$ cat src/rtl/vga_timing_pkg.sv
// Shared VGA timing defaults and the lock-state enumeration, reused by the
// sync generator and the sync decoder.
package vga_timing_pkg;

  localparam int H_TOTAL  = 800;
  localparam int V_TOTAL  = 525;
  localparam int H_ACTIVE = 640;
  localparam int V_ACTIVE = 480;

  typedef enum logic [1:0] {
    ST_SEARCH  = 2'd0,
    ST_MEASURE = 2'd1,
    ST_LOCKED  = 2'd2
  } sync_state_e;

endpackage

$ cat src/rtl/sync_edge_detect.sv
// Two-register pipeline on one sync input: the second stage is the delayed
// level, and the two stages are compared to form one-clock rise/fall pulses.
module sync_edge_detect (
  input  logic clk,
  input  logic rst_n,
  input  logic sync_in,
  output logic level,
  output logic rise,
  output logic fall
);

  logic stage1_reg;
  logic stage2_reg;

  always_ff @(posedge clk or negedge rst_n) begin
    if (!rst_n) begin
      stage1_reg <= 1'b0;
      stage2_reg <= 1'b0;
    end else begin
      stage1_reg <= sync_in;
      stage2_reg <= stage1_reg;
    end
  end

  // Pulses lead the delayed level by one clock, so anything registered from
  // them lines up with level on the following clock.
  assign level = stage2_reg;
  assign rise  = stage1_reg & ~stage2_reg;
  assign fall  = ~stage1_reg & stage2_reg;

endmodule

$ cat src/rtl/vga_sync_decoder.sv
// Recovers column/row position from an HSync/VSync pair, checks every edge
// against the nominal timing, and reports lock, frame start and errors.
module vga_sync_decoder
  import vga_timing_pkg::*;
#(
  parameter int TOTAL_COLS  = H_TOTAL,
  parameter int TOTAL_ROWS  = V_TOTAL,
  parameter int ACTIVE_COLS = H_ACTIVE,
  parameter int ACTIVE_ROWS = V_ACTIVE,
  parameter int LOCK_FRAMES = 2
) (
  input  logic       i_Clk,
  input  logic       i_Rst_L,
  input  logic       i_HSync,
  input  logic       i_VSync,
  output logic       o_HSync,
  output logic       o_VSync,
  output logic [9:0] o_Col_Count,
  output logic [9:0] o_Row_Count,
  output logic       o_Frame_Start,
  output logic       o_Locked,
  output logic       o_Error
);

  localparam int GOOD_W = $clog2(LOCK_FRAMES + 1);
  localparam logic [9:0] COL_LAST  = 10'(TOTAL_COLS - 1);
  localparam logic [9:0] ROW_LAST  = 10'(TOTAL_ROWS - 1);
  localparam logic [9:0] HFALL_COL = 10'(ACTIVE_COLS - 1);
  localparam logic [9:0] VFALL_ROW = 10'(ACTIVE_ROWS - 1);
  localparam logic [GOOD_W-1:0] GOOD_MAX = GOOD_W'(LOCK_FRAMES);

  logic h_level, h_rise, h_fall;
  logic v_level, v_rise, v_fall;

  sync_edge_detect u_hsync_edge (
    .clk    (i_Clk),
    .rst_n  (i_Rst_L),
    .sync_in(i_HSync),
    .level  (h_level),
    .rise   (h_rise),
    .fall   (h_fall)
  );

  sync_edge_detect u_vsync_edge (
    .clk    (i_Clk),
    .rst_n  (i_Rst_L),
    .sync_in(i_VSync),
    .level  (v_level),
    .rise   (v_rise),
    .fall   (v_fall)
  );

  logic [9:0]        col_reg, col_next;
  logic [9:0]        row_reg, row_next;
  logic              col_last, col_wrap;
  logic              line_bad, frame_bad, violation;
  sync_state_e       state_reg, state_next;
  logic [GOOD_W-1:0] good_reg, good_next;
  logic              frame_start_reg, locked_reg, error_reg, error_next;

  assign col_last = (col_reg == COL_LAST);
  assign col_wrap = h_rise | col_last;

  always_comb begin
    col_next = col_last ? 10'd0 : col_reg + 10'd1;
    if (h_rise) col_next = 10'd0;
    row_next = row_reg;
    if (col_wrap) row_next = (row_reg == ROW_LAST) ? 10'd0 : row_reg + 10'd1;
    if (v_rise) row_next = 10'd0;
  end

  // An edge off its nominal position is a violation, and so is a nominal
  // position that passes without its edge.
  assign line_bad  = (h_rise != col_last) | (h_fall != (col_reg == HFALL_COL));
  assign frame_bad = (v_rise != (col_last & (row_reg == ROW_LAST)))
                   | (v_fall != (col_last & (row_reg == VFALL_ROW)));
  assign violation = line_bad | frame_bad;

  always_comb begin
    state_next = state_reg;
    good_next  = good_reg;
    error_next = 1'b0;
    case (state_reg)
      ST_SEARCH: begin
        if (v_rise) begin
          state_next = ST_MEASURE;
          good_next  = '0;
        end
      end
      ST_MEASURE: begin
        if (violation) begin
          state_next = ST_SEARCH;
        end else if (v_rise) begin
          if (good_reg != GOOD_MAX) good_next = good_reg + 1'b1;
          if (good_next == GOOD_MAX) state_next = ST_LOCKED;
        end
      end
      ST_LOCKED: begin
        if (violation) begin
          state_next = ST_SEARCH;
          error_next = 1'b1;
        end
      end
      default: state_next = ST_SEARCH;
    endcase
  end

  always_ff @(posedge i_Clk or negedge i_Rst_L) begin
    if (!i_Rst_L) begin
      state_reg       <= ST_SEARCH;
      good_reg        <= '0;
      col_reg         <= 10'd0;
      row_reg         <= 10'd0;
      frame_start_reg <= 1'b0;
      locked_reg      <= 1'b0;
      error_reg       <= 1'b0;
    end else begin
      state_reg       <= state_next;
      good_reg        <= good_next;
      col_reg         <= col_next;
      row_reg         <= row_next;
      frame_start_reg <= v_rise;
      locked_reg      <= (state_next == ST_LOCKED);
      error_reg       <= error_next;
    end
  end

  assign o_HSync       = h_level;
  assign o_VSync       = v_level;
  assign o_Col_Count   = col_reg;
  assign o_Row_Count   = row_reg;
  assign o_Frame_Start = frame_start_reg;
  assign o_Locked      = locked_reg;
  assign o_Error       = error_reg;

endmodule

$ cat config.mk
export PLATFORM = sky130hd
export DESIGN_NAME = vga_sync_decoder
export DESIGN_NICKNAME = d
export VERILOG_FILES = /design/src/rtl/vga_timing_pkg.sv /design/src/rtl/sync_edge_detect.sv /design/src/rtl/vga_sync_decoder.sv
export SDC_FILE = /design/constraint.sdc
export NUM_CORES = 1
export LEC_CHECK = 0
export ABC_CLOCK_PERIOD_IN_PS = 2370
export BUFFER_PORTS_ARGS = -buffer_cell sky130_fd_sc_hd__buf_2
export CAP_MARGIN = 20
export CELL_PAD_IN_SITES_DETAIL_PLACEMENT = 0
export CELL_PAD_IN_SITES_GLOBAL_PLACEMENT = 2
export CORE_UTILIZATION = 34
export CTS_CLUSTER_SIZE = 14
export DETAILED_ROUTE_END_ITERATION = 10
export PLACE_DENSITY = 0.8
export RECOVER_POWER = 100
export SYNTH_ARGS = -nofsm -noshare
export SYNTH_HDL_FRONTEND = slang
export SYNTH_SLANG_ARGS = --single-unit
$ cat constraint.sdc
create_clock -name i_Clk -period 2.37 [get_ports i_Clk]
set_input_delay 0.474 -clock i_Clk [delete_from_list [all_inputs] [get_ports i_Clk]]
set_output_delay 0.474 -clock i_Clk [all_outputs]
set_load 0.02 [all_outputs]
==> Word level (Yosys, flattened, before mapping) <==
Cells that the tools add are included.
{ "totals": {"regBits": 31, "word_cells": 69, "out_inout_bits": 25, "input_bits": 4} }
{ "op_classes": {"reduce_logical": 4, "n_eq_ne": 16, "muxes": 21, "n_bitwise": 14, "n_addsub": 3} }
{ "op_table": {"columns": ["cell", "n"], "rows": [
  ["2-to-1 mux 10 bit", 5],
  ["== test 10 bit (second input constant)", 3],
  ["2-to-1 mux 2 bit", 12],
  ["adder 10 x 1 -> 10 bit (second input constant)", 2],
  ["== test 10 x 9 -> 1 bit (second input constant)", 1],
  ["!= test 2 bit (second input constant)", 4],
  ["AND 1 bit", 6],
  ["== test 2 bit (second input constant)", 3],
  ["case mux 2 bit (3 select lines)", 1],
  ["!= test 1 bit", 4],
  ["inverter 1 bit", 4],
  ["bitwise OR 1 bit", 4],
  ["case mux 2 bit (2 select lines)", 1],
  ["AND reduction 4 bit", 1],
  ["nonzero test 2 bit", 2],
  ["adder 2 x 1 -> 2 bit (second input constant)", 1],
  ["== test 2 x 1 -> 1 bit (second input constant)", 1],
  ["logical NOT 2 bit", 1],
  ["2-to-1 mux 1 bit", 2]
]} }

==> Logic depth before layout (Yosys ltp) <==
{ "depth": {"depth_word": 13, "mapped_depth": 9, "ltp_nobuf": 8} }

==> Modules after synthesis <==
From an unflattened synthesis, not the netlist that was laid out.
{ "unflattened": {"hier_cells": 152, "area_unflattened_um2": 1581.5} }
{ "by_module_without_submodules": {"columns": ["mod", "area_per_inst_um2", "cells_each", "seq_area_each_um2", "n_inst"], "rows": [
  ["vga_sync_decoder", 1451.4, 144, 675.6, 1],
  ["sync_edge_detect", 65.1, 4, 50.0, 2]
]} }

==> Least setup slack after synthesis <==
Ideal clock, no wire load.
{ "synth_path": {"path_kind": "reg-to-reg", "from": "reg row_reg[5], in the netlist o_Row_Count[5]", "to": "reg state_reg[0]", "slack_ns": 0.110, "path_buffers": 1, "t_arrival_ns": 2.140, "period_less_slack_ns": 2.260, "setup_time_ns": 0.120, "path_stages_with_launch": 8, "t_required_ns": 2.250, "cell_sequence": "dfrtp_1 > buf_6 > or4b_4 > or3_1 > a21oi_1 > o22ai_2 > and2_4 > a41o_1"} }
{ "synth_via": {"elab_chain_cells": 7} }
{ "synth_rtl": {"columns": ["item", "line", "text"], "rows": [
  ["start, declared", "vga_sync_decoder.sv:54", "logic [9:0] row_reg, row_next;"],
  ["start signal, assigned", "vga_sync_decoder.sv:121", "row_reg <= row_next;"],
  ["== test 10 bit / == test 10 x 9 -> 1 bit (equally long branches)", "vga_sync_decoder.sv:75, vga_sync_decoder.sv:76", null],
  ["AND 1 bit (on tied branches)", "vga_sync_decoder.sv:75, vga_sync_decoder.sv:76", null],
  ["!= test 1 bit (on tied branches)", "vga_sync_decoder.sv:75, vga_sync_decoder.sv:76", null],
  ["bitwise OR 1 bit *", "vga_sync_decoder.sv:76", "| (v_fall != (col_last & (row_reg == VFALL_ROW)));"],
  ["bitwise OR 1 bit *", "vga_sync_decoder.sv:77", "assign violation = line_bad | frame_bad;"],
  ["2-to-1 mux 2 bit (on tied branches)", "vga_sync_decoder.sv:99, vga_sync_decoder.sv:91", null],
  ["case mux 2 bit (3 select lines) *", "vga_sync_decoder.sv:83", "case (state_reg)"],
  ["net state_next[0]", "vga_sync_decoder.sv:57", "sync_state_e state_reg, state_next;"],
  ["end signal, assigned", "vga_sync_decoder.sv:118", "state_reg <= state_next;"],
  ["end, declared", "vga_sync_decoder.sv:57", null]
]} }
The timed path passes the listed nets; every way through them passes the cells marked *.
A chain may end at the register's enable or synchronous reset.

==> Worst setup path after layout <==
{ "layout_path": {"from": "reg row_reg[0], in the netlist o_Row_Count[0]", "to": "reg state_reg[0]"} }
Same word-level chain as after synthesis.

==> reports/results.txt <==
Initial cell density of the core - 35.71%
Via count - 1265
Tcrit/Tclk final - 94.90%
WL/cell - 13.00 um
Yosys Warn Count - 0
Global-route wire length before repair - 5920 um
Register area - 775.7 um2
Top FF cell, synth - dfrtp_1
Antenna Nets Post-Route - 0
Final Power - 1451 uW
Worst slew margin - -10.10%
Post-DP HPWL - 2416 um
GP Congestion - 0.7643
Area leader, netlist - dfrtp_1
Clk_lat worst skew - 0.28 ns
Layout cell share with drive strength beyond 1 - 9.500%
Vias in the first global route - 1302
Top post-synthesis cells by area - dfrtp_1 49%, ha_1 4.0%, nand2_1 3.8%
N_diodes - 0
Outcome - finished, violations left
Die Y - 70.10 um
Critical Path Fanout Max - 6
Cell Area, Synth - 1577 um2
DP Area - 1804 um2
CP arrival - 2.41 ns
Post-synth EDFFs - 0
Root Driver - clkbuf_8
CTS Buffer Depth - 2
Post-synthesis register bit count - 31
Tot GR Track Use - 15.12%
Synth top area share - 49.21%
Residual DRC count - 0
IO Pins - 29
Clock buffer count from CTS - 5
Setup TNS - 0 ns
Async set-reset flop share out of synthesis - 100.0%
Hold buffer count at cts - 0
Mean area per synthesized cell - 9.792 um2
Drt total wl - 3277 um
Worst R2R Path Depth - 8
Area grow syn2layout - 19.92%
CTS tree - done
Postcts setup bufs - 0
Final net count - 208
Syn_nets - 170
Fmax - 444.6 MHz
H-tree depth - 2
Die Width - 70.10 um
Remaining global-route overflow - 0
Min Tclk post-route - 2.249 ns
Critical Path Start - o_Row_Count[0]
Design Area, Final - 1891 um2
PwrDens - 767.4 nW/um2
Netlist cell types - 44
CTS sink cnt - 31
Top cells by count, synth - 31 x dfrtp_1, 16 x nand2_1, 14 x nor2_1, 11 x nand3_1
Largest net degree at the start of global routing - 32
Hold Vio Cnt, Final - 0
Initial DRC Count - 71
Initial antenna violation count - 0
Max-cap viol count - 1
CP Capture Point - state_reg[0]
Failing checks - max-capacitance violations, max-slew violations
Hold crit path type - input port to register
Critical R2R Launch - o_Row_Count[0]
Critical Path RT - 2.53 ns
Die area - 4913 um2
Pre-Repair DR Iteration Count - 4
Mapped Cells - 161
Post-synthesis sequential area ratio - 49.21%
Via/cell ratio - 5.020
Worst reg2reg setup slack - 0.12 ns
Crit Path Class - register to register
Top-count cell post-synth - dfrtp_1
Clock skew - 0.006720 ns
VDD IR max - 0.3704 mV
Post_cts resized - 0
Slew Viols, Final - 32
CP Launch Type - register
RSZ-0062 raised after global routing - false
Footprint of the multi-input gates - 742.0 um2
FP Rows - 24
End of the worst register-to-register path - state_reg[0]
Port-buffer cells - 28
Crit. End Element - register
Slew @ Worst Pin - 1.651 ns
CTS clk-pin slew, worst paths - 0.06 ns
Final setup viols - 0
Core area - 4414 um2
Fillcell total - 441
Leakage power - 0.0008388 uW
cell type report:
type,instances,share of cell area (%)
Sequential cell,31,41.03
Multi-Input combinational cell,119,39.25
Timing Repair Buffer,34,7.677
Clock buffer,6,3.839
Tap cell,52,3.441
Clock inverter,2,3.177
Inverter,8,1.588
how the worst min path moves through the flow:
| stage | start | end | slack (ns) | cells past startpoint |
|---|---|---|---|---|
| after floorplan | i_Rst_L | good_reg[0] | 0.18 | 0 |
| after global placement | u_hsync_edge.stage1_reg | u_hsync_edge.level | 0.38 | 0 |
| after detailed placement | u_hsync_edge.stage1_reg | u_hsync_edge.level | 0.39 | 0 |
| after CTS | i_Rst_L | o_Col_Count[3] | 0.27 | 1 |
| after global routing | i_VSync | u_vsync_edge.stage1_reg | 0.30 | 1 |
| final | i_VSync | u_vsync_edge.stage1_reg | 0.30 | 1 |
power breakdown:
part | total, uW | leakage (uW) | switching [uW] | internal (uW)
Combinational | 214 | 0.000359 | 135 | 79.0
Sequential | 624 | 0.000414 | 50.1 | 574
Clock | 613 | 0.0000654 | 193 | 420
Total | 1450 | 0.000839 | 378 | 1070
routing by layer:
metal / vias to the layer above / global-route usage, % / share of wire (%)
met5: - / 0 / 0
met4: 0 / 4.222 / 0.88
met3: 5 / 4.618 / 4.0
met2: 20 / 23.08 / 45
met1: 598 / 20.78 / 50
li1: 642 / - / -
critical path, cell delays in order (launching register included):
cell,delay (ns)
dfrtp_1,0.42
inv_1,0.08
ha_1,0.13
or3b_2,0.46
or3_1,0.35
a21oi_1,0.18
o22ai_2,0.12
and2_4,0.18
a41o_1,0.22
kinds of logic (layout without fill, tap and decap cells):
| logic type | after synthesis | count (layout) | synth area share [%] |
|---|---|---|---|
| AOI/OAI and AO/OA | 31 | 31 | 13.33 |
| xor gates and xnor gates | 9 | 9 | 5.000 |
| adders and majority gates | 5 | 5 | 3.968 |
| buffers and inverters | 11 | 50 | 3.333 |
| DFF | 31 | 31 | 49.21 |
| and+or+nand+nor | 74 | 74 | 25.16 |
through the flow:
stage | instances | util (%) | hold slack, ns | setup slack, ns
after global routing | 252 | 42.83 | 0.2959 | 0.006814
final | 252 | 42.83 | 0.3026 | 0.1210
after global placement | 244 | 40.87 | 0.3792 | 0.1745
after CTS | 252 | 43.88 | 0.2670 | 0.1235
after detailed placement | 244 | 40.87 | 0.3881 | 0.1410
after floorplan | 161 | - | 0.1784 | 0.1096
cells in the final DEF (no fill, tap or decap), drive strengths merged, types with 2 or more instances in the layout:
master and n:
buf 6, xnor2 3, nor3 2, o21ai 13, and2 2, dfrtp 31, nand3 11, nand2b 6
and3 8, inv 8, nor2b 4, or2 2, nand4 2, xor2 6, nor2 14, nand2 16
bufinv 2, a21oi 3, o22ai 2, o31ai 4, clkbuf 34, ha 5
Power figures use the tool's default switching activity.
